[config.mk]
export PLATFORM = sky130hd
export DESIGN_NAME = inst_fetch_resp_flat
export DESIGN_NICKNAME = d
export VERILOG_FILES = /design/src/rtl/inst_fetch_resp_pkg.sv /design/src/rtl/inst_fetch_resp_if.sv /design/src/rtl/inst_fetch_resp.sv /design/src/flat_wrapper.sv
export SDC_FILE = /design/constraint.sdc
export NUM_CORES = 1
export LEC_CHECK = 0
export ABC_AREA = 1
export CAP_MARGIN = 5
export CORE_MARGIN = 5
export CORE_UTILIZATION = 49
export DETAILED_ROUTE_END_ITERATION = 8
export GPL_ROUTABILITY_DRIVEN = 0
export PLACE_DENSITY = 0.9
export SYNTH_ARGS = -nofsm -noshare
export SYNTH_HDL_FRONTEND = slang
export SYNTH_SLANG_ARGS = --single-unit
[constraint.sdc]
create_clock -name clk -period 2.6 [get_ports clk]
set_input_delay 0.65 -clock clk [delete_from_list [all_inputs] [get_ports clk]]
set_output_delay 0.65 -clock clk [all_outputs]
set_load 0.01 [all_outputs]
[src/rtl/inst_fetch_resp_pkg.sv]
// Shared types for the instruction-fetch responder: FSM encoding and the one-entry fetch buffer.
package inst_fetch_resp_pkg;

  localparam logic [31:0] ZERO_WORD = 32'h0000_0000;

  typedef enum logic {
    FETCH_IDLE = 1'b0,
    FETCH_REQ  = 1'b1
  } fetch_state_e;

  // Address-tagged instruction entry; err entries always carry zero data.
  typedef struct packed {
    logic [31:0] addr;
    logic [31:0] data;
    logic        err;
    logic        valid;
  } ibuf_t;

endpackage

[src/rtl/inst_fetch_resp_if.sv]
// Fetch-side (PC register / IF-ID) and bus-side (instruction memory) handshakes.
interface ifetch_if;
  logic        ce_i;
  logic [31:0] pc_i;
  logic        flush;
  logic [31:0] inst_o;
  logic        inst_valid_o;
  logic        inst_err_o;
  logic        stallreq_o;

  modport master (output ce_i, pc_i, flush, input inst_o, inst_valid_o, inst_err_o, stallreq_o);
  modport slave  (input ce_i, pc_i, flush, output inst_o, inst_valid_o, inst_err_o, stallreq_o);
endinterface

interface imem_if;
  logic        mem_req_o;
  logic [31:0] mem_addr_o;
  logic        mem_ack_i;
  logic [31:0] mem_rdata_i;
  logic        mem_err_i;

  modport master (output mem_req_o, mem_addr_o, input mem_ack_i, mem_rdata_i, mem_err_i);
  modport slave  (input mem_req_o, mem_addr_o, output mem_ack_i, mem_rdata_i, mem_err_i);
endinterface

[src/rtl/inst_fetch_resp.sv]
// Instruction-fetch responder: one-entry tagged buffer in front of a req/ack instruction bus,
// with stall request on miss and error reporting for misaligned pc, bus error and timeout.
module inst_fetch_resp
  import inst_fetch_resp_pkg::*;
#(
  parameter int TIMEOUT = 255
) (
  input  logic       clk,
  input  logic       rst,
  ifetch_if.slave    fe,
  imem_if.master     mem
);

  fetch_state_e state;
  ibuf_t        ibuf;
  logic         drop;
  logic [7:0]   cnt;
  logic [31:0]  addr_q;

  logic aligned, hit, discard, expire;

  assign aligned = (fe.pc_i[1:0] == 2'b00);
  assign hit     = ibuf.valid && (ibuf.addr == fe.pc_i);
  // A flush landing on the completing cycle also kills the fill.
  assign discard = drop || fe.flush;
  assign expire  = (cnt == 8'(TIMEOUT - 1));

  assign mem.mem_req_o  = (state == FETCH_REQ);
  assign mem.mem_addr_o = addr_q;

  always_comb begin
    fe.inst_o       = ZERO_WORD;
    fe.inst_valid_o = 1'b0;
    fe.inst_err_o   = 1'b0;
    fe.stallreq_o   = 1'b0;
    if (rst || !fe.ce_i) begin
      fe.inst_o = ZERO_WORD;
    end else if (!aligned) begin
      fe.inst_valid_o = 1'b1;
      fe.inst_err_o   = 1'b1;
    end else if (hit) begin
      fe.inst_o       = ibuf.err ? ZERO_WORD : ibuf.data;
      fe.inst_valid_o = 1'b1;
      fe.inst_err_o   = ibuf.err;
    end else begin
      fe.stallreq_o = 1'b1;
    end
  end

  always_ff @(posedge clk) begin
    if (rst) begin
      state  <= FETCH_IDLE;
      ibuf   <= '0;
      drop   <= 1'b0;
      cnt    <= 8'd0;
      addr_q <= ZERO_WORD;
    end else if (state == FETCH_IDLE) begin
      if (fe.flush) begin
        ibuf.valid <= 1'b0;
      end else if (fe.ce_i && aligned && !hit) begin
        state  <= FETCH_REQ;
        addr_q <= fe.pc_i;
        cnt    <= 8'd0;
      end
    end else begin
      if (mem.mem_ack_i) begin
        ibuf.addr  <= addr_q;
        ibuf.data  <= mem.mem_err_i ? ZERO_WORD : mem.mem_rdata_i;
        ibuf.err   <= mem.mem_err_i;
        ibuf.valid <= !discard;
        drop       <= 1'b0;
        state      <= FETCH_IDLE;
      end else if (expire) begin
        ibuf.addr  <= addr_q;
        ibuf.data  <= ZERO_WORD;
        ibuf.err   <= 1'b1;
        ibuf.valid <= !discard;
        drop       <= 1'b0;
        state      <= FETCH_IDLE;
      end else begin
        cnt <= cnt + 8'd1;
        if (fe.flush) drop <= 1'b1;
      end
    end
  end

endmodule
[src/flat_wrapper.sv]
// flat-port wrapper written by rule: the top's interface ports become plain ports
module inst_fetch_resp_flat import inst_fetch_resp_pkg::*;
#(
  parameter int TIMEOUT = 255
)
  (clk, rst, fe_ce_i, fe_pc_i, fe_flush, fe_inst_o, fe_inst_valid_o, fe_inst_err_o, fe_stallreq_o, mem_mem_req_o, mem_mem_addr_o, mem_mem_ack_i, mem_mem_rdata_i, mem_mem_err_i);
  ifetch_if fe_i ();
  imem_if mem_i ();
  input  logic clk;
  input  logic rst;
  input wire logic [$bits(fe_i.ce_i)-1:0] fe_ce_i;
  input wire logic [$bits(fe_i.pc_i)-1:0] fe_pc_i;
  input wire logic [$bits(fe_i.flush)-1:0] fe_flush;
  output wire logic [$bits(fe_i.inst_o)-1:0] fe_inst_o;
  output wire logic [$bits(fe_i.inst_valid_o)-1:0] fe_inst_valid_o;
  output wire logic [$bits(fe_i.inst_err_o)-1:0] fe_inst_err_o;
  output wire logic [$bits(fe_i.stallreq_o)-1:0] fe_stallreq_o;
  output wire logic [$bits(mem_i.mem_req_o)-1:0] mem_mem_req_o;
  output wire logic [$bits(mem_i.mem_addr_o)-1:0] mem_mem_addr_o;
  input wire logic [$bits(mem_i.mem_ack_i)-1:0] mem_mem_ack_i;
  input wire logic [$bits(mem_i.mem_rdata_i)-1:0] mem_mem_rdata_i;
  input wire logic [$bits(mem_i.mem_err_i)-1:0] mem_mem_err_i;
  assign fe_i.ce_i = fe_ce_i;
  assign fe_i.pc_i = fe_pc_i;
  assign fe_i.flush = fe_flush;
  assign fe_inst_o = fe_i.inst_o;
  assign fe_inst_valid_o = fe_i.inst_valid_o;
  assign fe_inst_err_o = fe_i.inst_err_o;
  assign fe_stallreq_o = fe_i.stallreq_o;
  assign mem_mem_req_o = mem_i.mem_req_o;
  assign mem_mem_addr_o = mem_i.mem_addr_o;
  assign mem_i.mem_ack_i = mem_mem_ack_i;
  assign mem_i.mem_rdata_i = mem_mem_rdata_i;
  assign mem_i.mem_err_i = mem_mem_err_i;
  inst_fetch_resp #(.TIMEOUT(TIMEOUT)) u_core (.clk(clk), .rst(rst), .fe(fe_i), .mem(mem_i));
endmodule
[Word-level counts from Yosys, hierarchy flattened]
Cells that the tools add are included.
Cells by class
  add/subtract/negate cells: 1
  muxes and demuxes: 31
  bitwise operators: 2
  reduce and logical (&&, ||, !) cells: 18
  equality and inequality tests: 6
Operator list (number)
  $mux W32: 5
  $mux W66: 2
  $mux W8: 5
  $eq A32 B32 Y1: 1
  $mux W1: 19
  $add A8 B1 Y8 const B: 1
  $eq A8 B8 Y1 const B: 1
  $reduce_and A2 Y1: 3
  $reduce_bool A2 Y1: 3
  $ne A2 B2 Y1 const B: 2
  $reduce_and A4 Y1: 1
  $logic_and A1 B1 Y1: 3
  $logic_not A1 Y1: 3
  $ne A3 B3 Y1 const B: 1
  $reduce_and A3 Y1: 1
  $reduce_bool A3 Y1: 1
  $logic_not A2 Y1: 1
  $logic_or A1 B1 Y1: 2
  $ne A2 B1 Y1 const B: 1
  $not A1 Y1: 2
Storage, ports and cells
  output and inout port bits: 68
  bits in registers: 108

[Depth between registers and ports, before layout]
Gate-level depths: netlist of the first run.
  word-level depth: 7
  depth in mapped cells: 15
  depth with buffers taken out: 14

[Worst setup path before layout of the first run]
No wires, ideal clock.
  path type: input -> output
  start: input fe_pc_i[18]
  end: output fe_inst_o[11]
  path buffers: 1
  data arrival time: 1.839 ns
  slack: 0.111 ns
  cell stages on the path: 6
  cell sequence: xnor2_1 -> nand2_1 -> nor4_1 -> nand3_1 -> buf_6 -> nor3_1
On the way
  cells in the longest elaborated chain, start to end: 5
RTL lines
  from (decl): line flat_wrapper.sv:12  | input wire logic [$bits(fe_i.pc_i)-1:0] fe_pc_i;
  $eq A32 B32 Y1: line inst_fetch_resp.sv:23  | assign hit = ibuf.valid && (ibuf.addr == fe.pc_i);
  $logic_and A1 B1 Y1: line inst_fetch_resp.sv:23
  $mux W32: line inst_fetch_resp.sv:41  | end else if (hit) begin
  $mux W32: line inst_fetch_resp.sv:38  | end else if (!aligned) begin
  $mux W32: line inst_fetch_resp.sv:36  | if (rst || !fe.ce_i) begin
  to (decl): line flat_wrapper.sv:14  | output wire logic [$bits(fe_i.inst_o)-1:0] fe_inst_o;
Every way passes these cells.

[Final worst setup path of the first run]
  start: input fe_pc_i[14]
  end: output fe_inst_o[24]
The elaborated chain is that of the path after synthesis.

==> run metrics, run 1 <==
worst r2r src u_core.cnt[0]; chip width 115 µm; GRT Residual Overflow 0; DRC Markers 0; largest net degree at the start of global routing 71; Ant. Diodes 0; final standard cell area without fillers 0.00797 mm²; Slew HR 54.5%; clk_lat worst skew 0.39 ns; dpl cell area 0.00700 mm²; final-report hold violation count 0; Nets 1057; critical path class in -> out; worst setup path start fe_pc_i[14]; f_max approximately 0.34 GHz; Finished Layout Cells 1130; core area roughly 0.011 mm²; post-DP HPWL 10700 µm; Worst setup SP type primary input; Crit Path Max Fanout 7; Worst-Margin Slew between 0.6 and 0.7 ns; Final Total Pwr between 3 and 4 mW; mean post-synth cell area about 6.7 µm²; status finished with violations; initial antenna violation count 0; total track usage 28.2%; RSZ-0062 raised after global routing true; effective utilization at floorplan 49.7%; via count roughly 6100; Clock Pin Slew Worst Setup and Hold Paths around 0.10 ns; Yosys reg bits 108; IO Port Bufs between 100 and 150; Final TNS setup -8.57 ns; final setup fails 35; die area 0.0131 mm²; clock buffer depth 2; Power Density 400 mW/mm²; vias in the first global route 6034; MaxCap Viol Count 0; Post-DRT Antenna Nets 0; Synth Net Count 875; DR WL/cell 17.3 µm; cell row count 38; final wirelength 19600 µm; synth unique cells 30; Final min period 2.95 ns; layout cells sized above 1 27.2%; DR pass1 iterations 7; area delta synth->final 48.7%; top-level I/O count between 100 and 150; Crit. End Element primary output; Worst Hold Launch u_core.mem.mem_addr_o[30]; Post-Syn Area 0.00536 mm²; clock root buffer clkbuf_8; Slew Limit Fails 0; Worst Hold Class reg -> reg; placed cells roughly 1100; setup ws final -0.350 ns; CTS HTree Levels 3; first-pass GRT wire length around 29000 µm; sequential element share of the synthesized area 40.3%; TritonCTS Sinks 108; Setup Skew 0.0149 ns; Mapped Cells 803; CTS Hold Bufs 0; Final period util 113%; IR drop worst, VDD 0.000294 V; Worst Path Required 1.95 ns; die height 115 µm; Yosys warnings 0; violated checks setup timing; Leak ~3.8 nW; Arr. time, crit path 2.30 ns; post-place setup slack -1.10 ns; initial drt markers about 900; routed vias/inst ~5.4; CTS tree done; Num CTS Buffers 9
critical path: stages:
cell and delay (ns):
buf_6 0.09, xnor2_1 0.14, buf_4 0.15, nand2_4 0.05, nor4_4 0.34, nand3_4 0.17
buf_12 0.17, buf_16 0.14, buf_6 0.12, nor3_4 0.11, buf_2 0.15
power by group:
part	switching [mW]	internal, mW	total (mW)
Sequential	0.0261	1.69	1.71
Combinational	0.255	0.235	0.490
Clock	0.583	0.403	0.986
Total	0.864	2.33	3.19
layer usage:
layer  part of all wire (%)  global-route usage (%)
met5                      0                       0
met1                     37                    32.8
met2                     48                    47.4
met4                    5.7                    15.7
met3                    9.1                    6.77
layout by cell type, fill, tap and decap left out, drive strengths merged:
master         synthesis  final
nand3                 17     17
clkdlybuf4s50          0     68
nor4                   3      3
dlymetal6s2s           0      1
or2                    2      2
nor2                 109    109
xor2                   2      2
xnor2                  8      8
ha                     2      2
inv                  153    153
dfxtp                108    108
clkdlybuf4s15          0      5
nand2                192    192
buf                   20    132
o211ai                 1      1
nand3b                 2      2
nor3                  38     38
clkbuf                18     14
o22ai                 32     32
o21ai                 39     39
clkinv                 6      8
bufbuf                 0      2
nand4                  8      8
o2111ai                4      4
a21oi                 39     39
clkinvlp               0      1
layout make-up:
cell class	instances	area [µm²]
clock buffer	13	159
clock inverter	3	21.3
fill	712	2820
multi-input combinational	498	2870
tap	140	175
timing repair buffer	209	1970
inverter	159	599
sequential	108	2180
path summary, 6_finish.rpt:
kind | end | slack (ns) | cells after the start
setup / recovery | fe_inst_o[24] | -0.35 | 11
hold / removal | u_core.ibuf[64] | 0.47 | 2
setup reg to reg | u_core.cnt[2] | 0.21 | 10
hold reg to reg | u_core.ibuf[64] | 0.47 | 2
state kept, by name (all words and copies together) (netlist names):
register               count
u_core.ibuf               66
u_core.mem.mem_addr_o     32
u_core.cnt                 8
u_core.drop                1
u_core.mem.mem_req_o       1
through the flow:
step / hold slack, ns / utilization, %
final: 0.471 / 73.9
after global routing: 0.492 / 73.9
after CTS: 0.473 / 72.6
after detailed placement: 0.456 / 64.9
after global placement: 0.451 / 64.9
after floorplan: 0.443 / -
synth_stat cells (all sizes together):
master	instances	area, µm²
or2	2	12.5
nand3	17	95.1
o22ai	32	200
o211ai	1	7.51
o21ai	39	195
nor4	3	25.0
o2111ai	4	35.0
nand4	8	50.1
ha	2	25.0
buf	20	155
clkinv	6	22.5
nor2	109	417
dfxtp	108	2160
nand3b	2	15.0
xor2	2	17.5
nand2	192	723
a21oi	39	195
xnor2	8	70.1
clkbuf	18	67.6
nor3	38	295
inv	153	574
cells by family after synthesis:
group	Yosys count	share of synthesized area, %
compound gates	115	11.8
buf+inv	197	15.3
flops	108	40.3
simple gates	371	30.5
xor+xnor	10	1.63
fa+ha+maj	2	0.467
timing repair:
| action | in CTS | in global routing |
|---|---|---|
| buffers inserted | 31 | 7 |
| endpoints found under the setup margin | 35 | 35 |
| gates cloned | 8 | 1 |
| gates resized for setup | 378 | 54 |
| pin swaps | 74 | 29 |
Power figures use the tool's default switching activity.
==> run 2, diff against run 1 <==
--- a/config.mk
+++ b/config.mk
@@ -11,2 +11,3 @@
 export CORE_UTILIZATION = 49
+export CTS_CLUSTER_SIZE = 16
 export DETAILED_ROUTE_END_ITERATION = 8
==> constraint.sdc (replaced) <==
create_clock -name clk -period 2.6 [get_ports clk]
set_input_delay 0.26 -clock clk [delete_from_list [all_inputs] [get_ports clk]]
set_output_delay 0.26 -clock clk [all_outputs]
set_load 0.01 [all_outputs]
==> run metrics, run 2 (synthesis gave the netlist of run 1 again) <==
status complete, no violations; Worst Path Required approximately 2.3 ns; worst reg-to-reg setup slack 0.62 ns; Nets roughly 1000; total track usage between 20% and 30%; TritonCTS Sinks 108; Leak 3.21 nW; worst flop-to-flop path endpoint u_core.cnt[2]; Worst Hold Class in -> reg; Power Density 456 mW/mm²; Worst-Margin Slew 0.613 ns; vias in the first global route 5070; Setup Skew slightly above 0.006 ns; final setup fails 0; CTS tree done; core area 0.0108 mm²; die area 0.0131 mm²; GRT Residual Overflow 0; IO Port Bufs about 140; Ant. Diodes 0; length in cells of the worst reg-to-reg path 10; Crit Path Max Fanout 32; Final Total Pwr between 3 and 4 mW; die height 115 µm; Num CTS Buffers 9; Arr. time, crit path 2.22 ns; area delta synth->final 34.1%; via count 5282; max reg flops 66; largest register by flop count u_core.ibuf; Post-CTS Setup Bufs 0; RSZ-0062 raised after global routing false; cell row count 38; IR drop worst, VDD ~0.00037 V; commonest non-fill, non-tap cell in the layout nand2_1; CTS HTree Levels 3; initial antenna violation count 0; f_max between 0.4 and 0.5 GHz; layout cells sized above 1 7.95%; Slew Limit Fails 0; setup ws final approximately 0.12 ns; first-pass GRT wire length 23300 µm; final wirelength about 14000 µm; DR WL/cell 13.0 µm; MaxCap Viol Count 0; routed vias/inst 4.88; effective utilization at floorplan 49.7%; clock root buffer clkbuf_8; post-place setup slack -0.343 ns; top-level I/O count 138; most frequent cells in the layout 191 x nand2_1, 152 x inv_1, 108 x nor2_1, 108 x dfxtp_1, 103 x clkdlybuf4s50_1; critical path class in -> out; Slew HR 59.2%; Worst setup SP type primary input; WHS Endpoint u_core.ibuf[24]; post-DP HPWL 10300 µm; DRC Markers 0; Final period util 95.6%; chip width 115 µm; clk_lat worst skew 0.37 ns; Worst Hold Launch mem_mem_rdata_i[22]; Final Core Density 66.6%; Clock Pin Slew Worst Setup and Hold Paths 0.10 ns; final-report hold violation count 0; hold path depth 3; Crit. End Element primary output; FILL cells 903; Final min period roughly 2.5 ns; DR pass1 iterations 5; Final TNS setup 0 ns; Post-DRT Antenna Nets 0; largest net degree at the start of global routing 66; worst r2r src u_core.cnt[0]; clock buffer depth 2; initial drt markers 422
run 2: cell count changes in the layout (fill, tap and decap cells not counted), moves of 20 or more:
cell and delta:
buf_2 -51, clkdlybuf4s50_1 +35, dlygate4sd2_1 +31, buf_6 -30, nand2_1 +27, nand2_2 -22, buf_4 -20
run 2: what timing repair did:
| item | CTS | global route |
|---|---|---|
| hold buffers | 0 | 0 |
| cloned | 0 | 0 |
| pin swaps | 0 | 0 |
| setup endpoints to repair | 34 | 9 |
| gates resized for setup | 35 | 8 |
run 2: per-layer routing:
metal  wire [µm]  track usage [%]
met1        6070             26.9
met2        6870             36.8
met3         845             5.18
met4         308             7.21
met5           0                0
run 2: worst max path at each step:
stage	start	to	slack, ns
finish	fe_pc_i[14]	fe_inst_o[16]	0.12
global route	fe_pc_i[14]	fe_inst_o[15]	0.0006
CTS	fe_pc_i[25]	fe_inst_valid_o	0.02
detailed placement	fe_pc_i[14]	fe_inst_o[16]	-0.34
global placement	fe_pc_i[24]	fe_inst_o[20]	-0.22
floorplan	u_core.ibuf[52]	fe_inst_o[11]	0.83
run 2: layout make-up:
type	count	area [µm²]	area share [%]
clock buffers	11	141	1.97
clock inverters	5	85.1	1.18
inverters	159	597	8.30
multi-input cells	498	2430	33.9
flip-flops and latches	108	2160	30.1
well taps	140	175	2.44
repair buffers	162	1590	22.2
run 2: stage by stage:
stage	instance area, µm²	instances	hold slack (ns)
6_report	7190	1083	0.446
5_1_grt	7190	1083	0.439
4_1_cts	7170	1083	0.436
3_5_place_dp	6970	1067	0.456
3_3_place_gp	6970	1067	0.452
2_1_floorplan	5360	803	0.395
run 2: critical path: stages:
cell and delay, ns:
clkdlybuf4s50_1 0.51, xnor2_1 0.12, buf_4 0.13, nand2_1 0.08, nor4_4 0.29, nand3_2 0.13
buf_12 0.20, nor3_1 0.28, clkbuf_2 0.20
run 2: power by group:
group,internal [mW],total (mW),leakage [nW],switching (mW)
registers,1.69,1.71,0.873,0.0220
clock network,0.573,1.16,0.110,0.585
logic,0.208,0.409,2.22,0.201
==> run 3, diff against run 2 <==
- ABC_CLOCK_PERIOD_IN_PS: not set -> 2600
==> results of run 3 <==
Same layout as run 2: the final DEF is identical, and so are final timing and power.
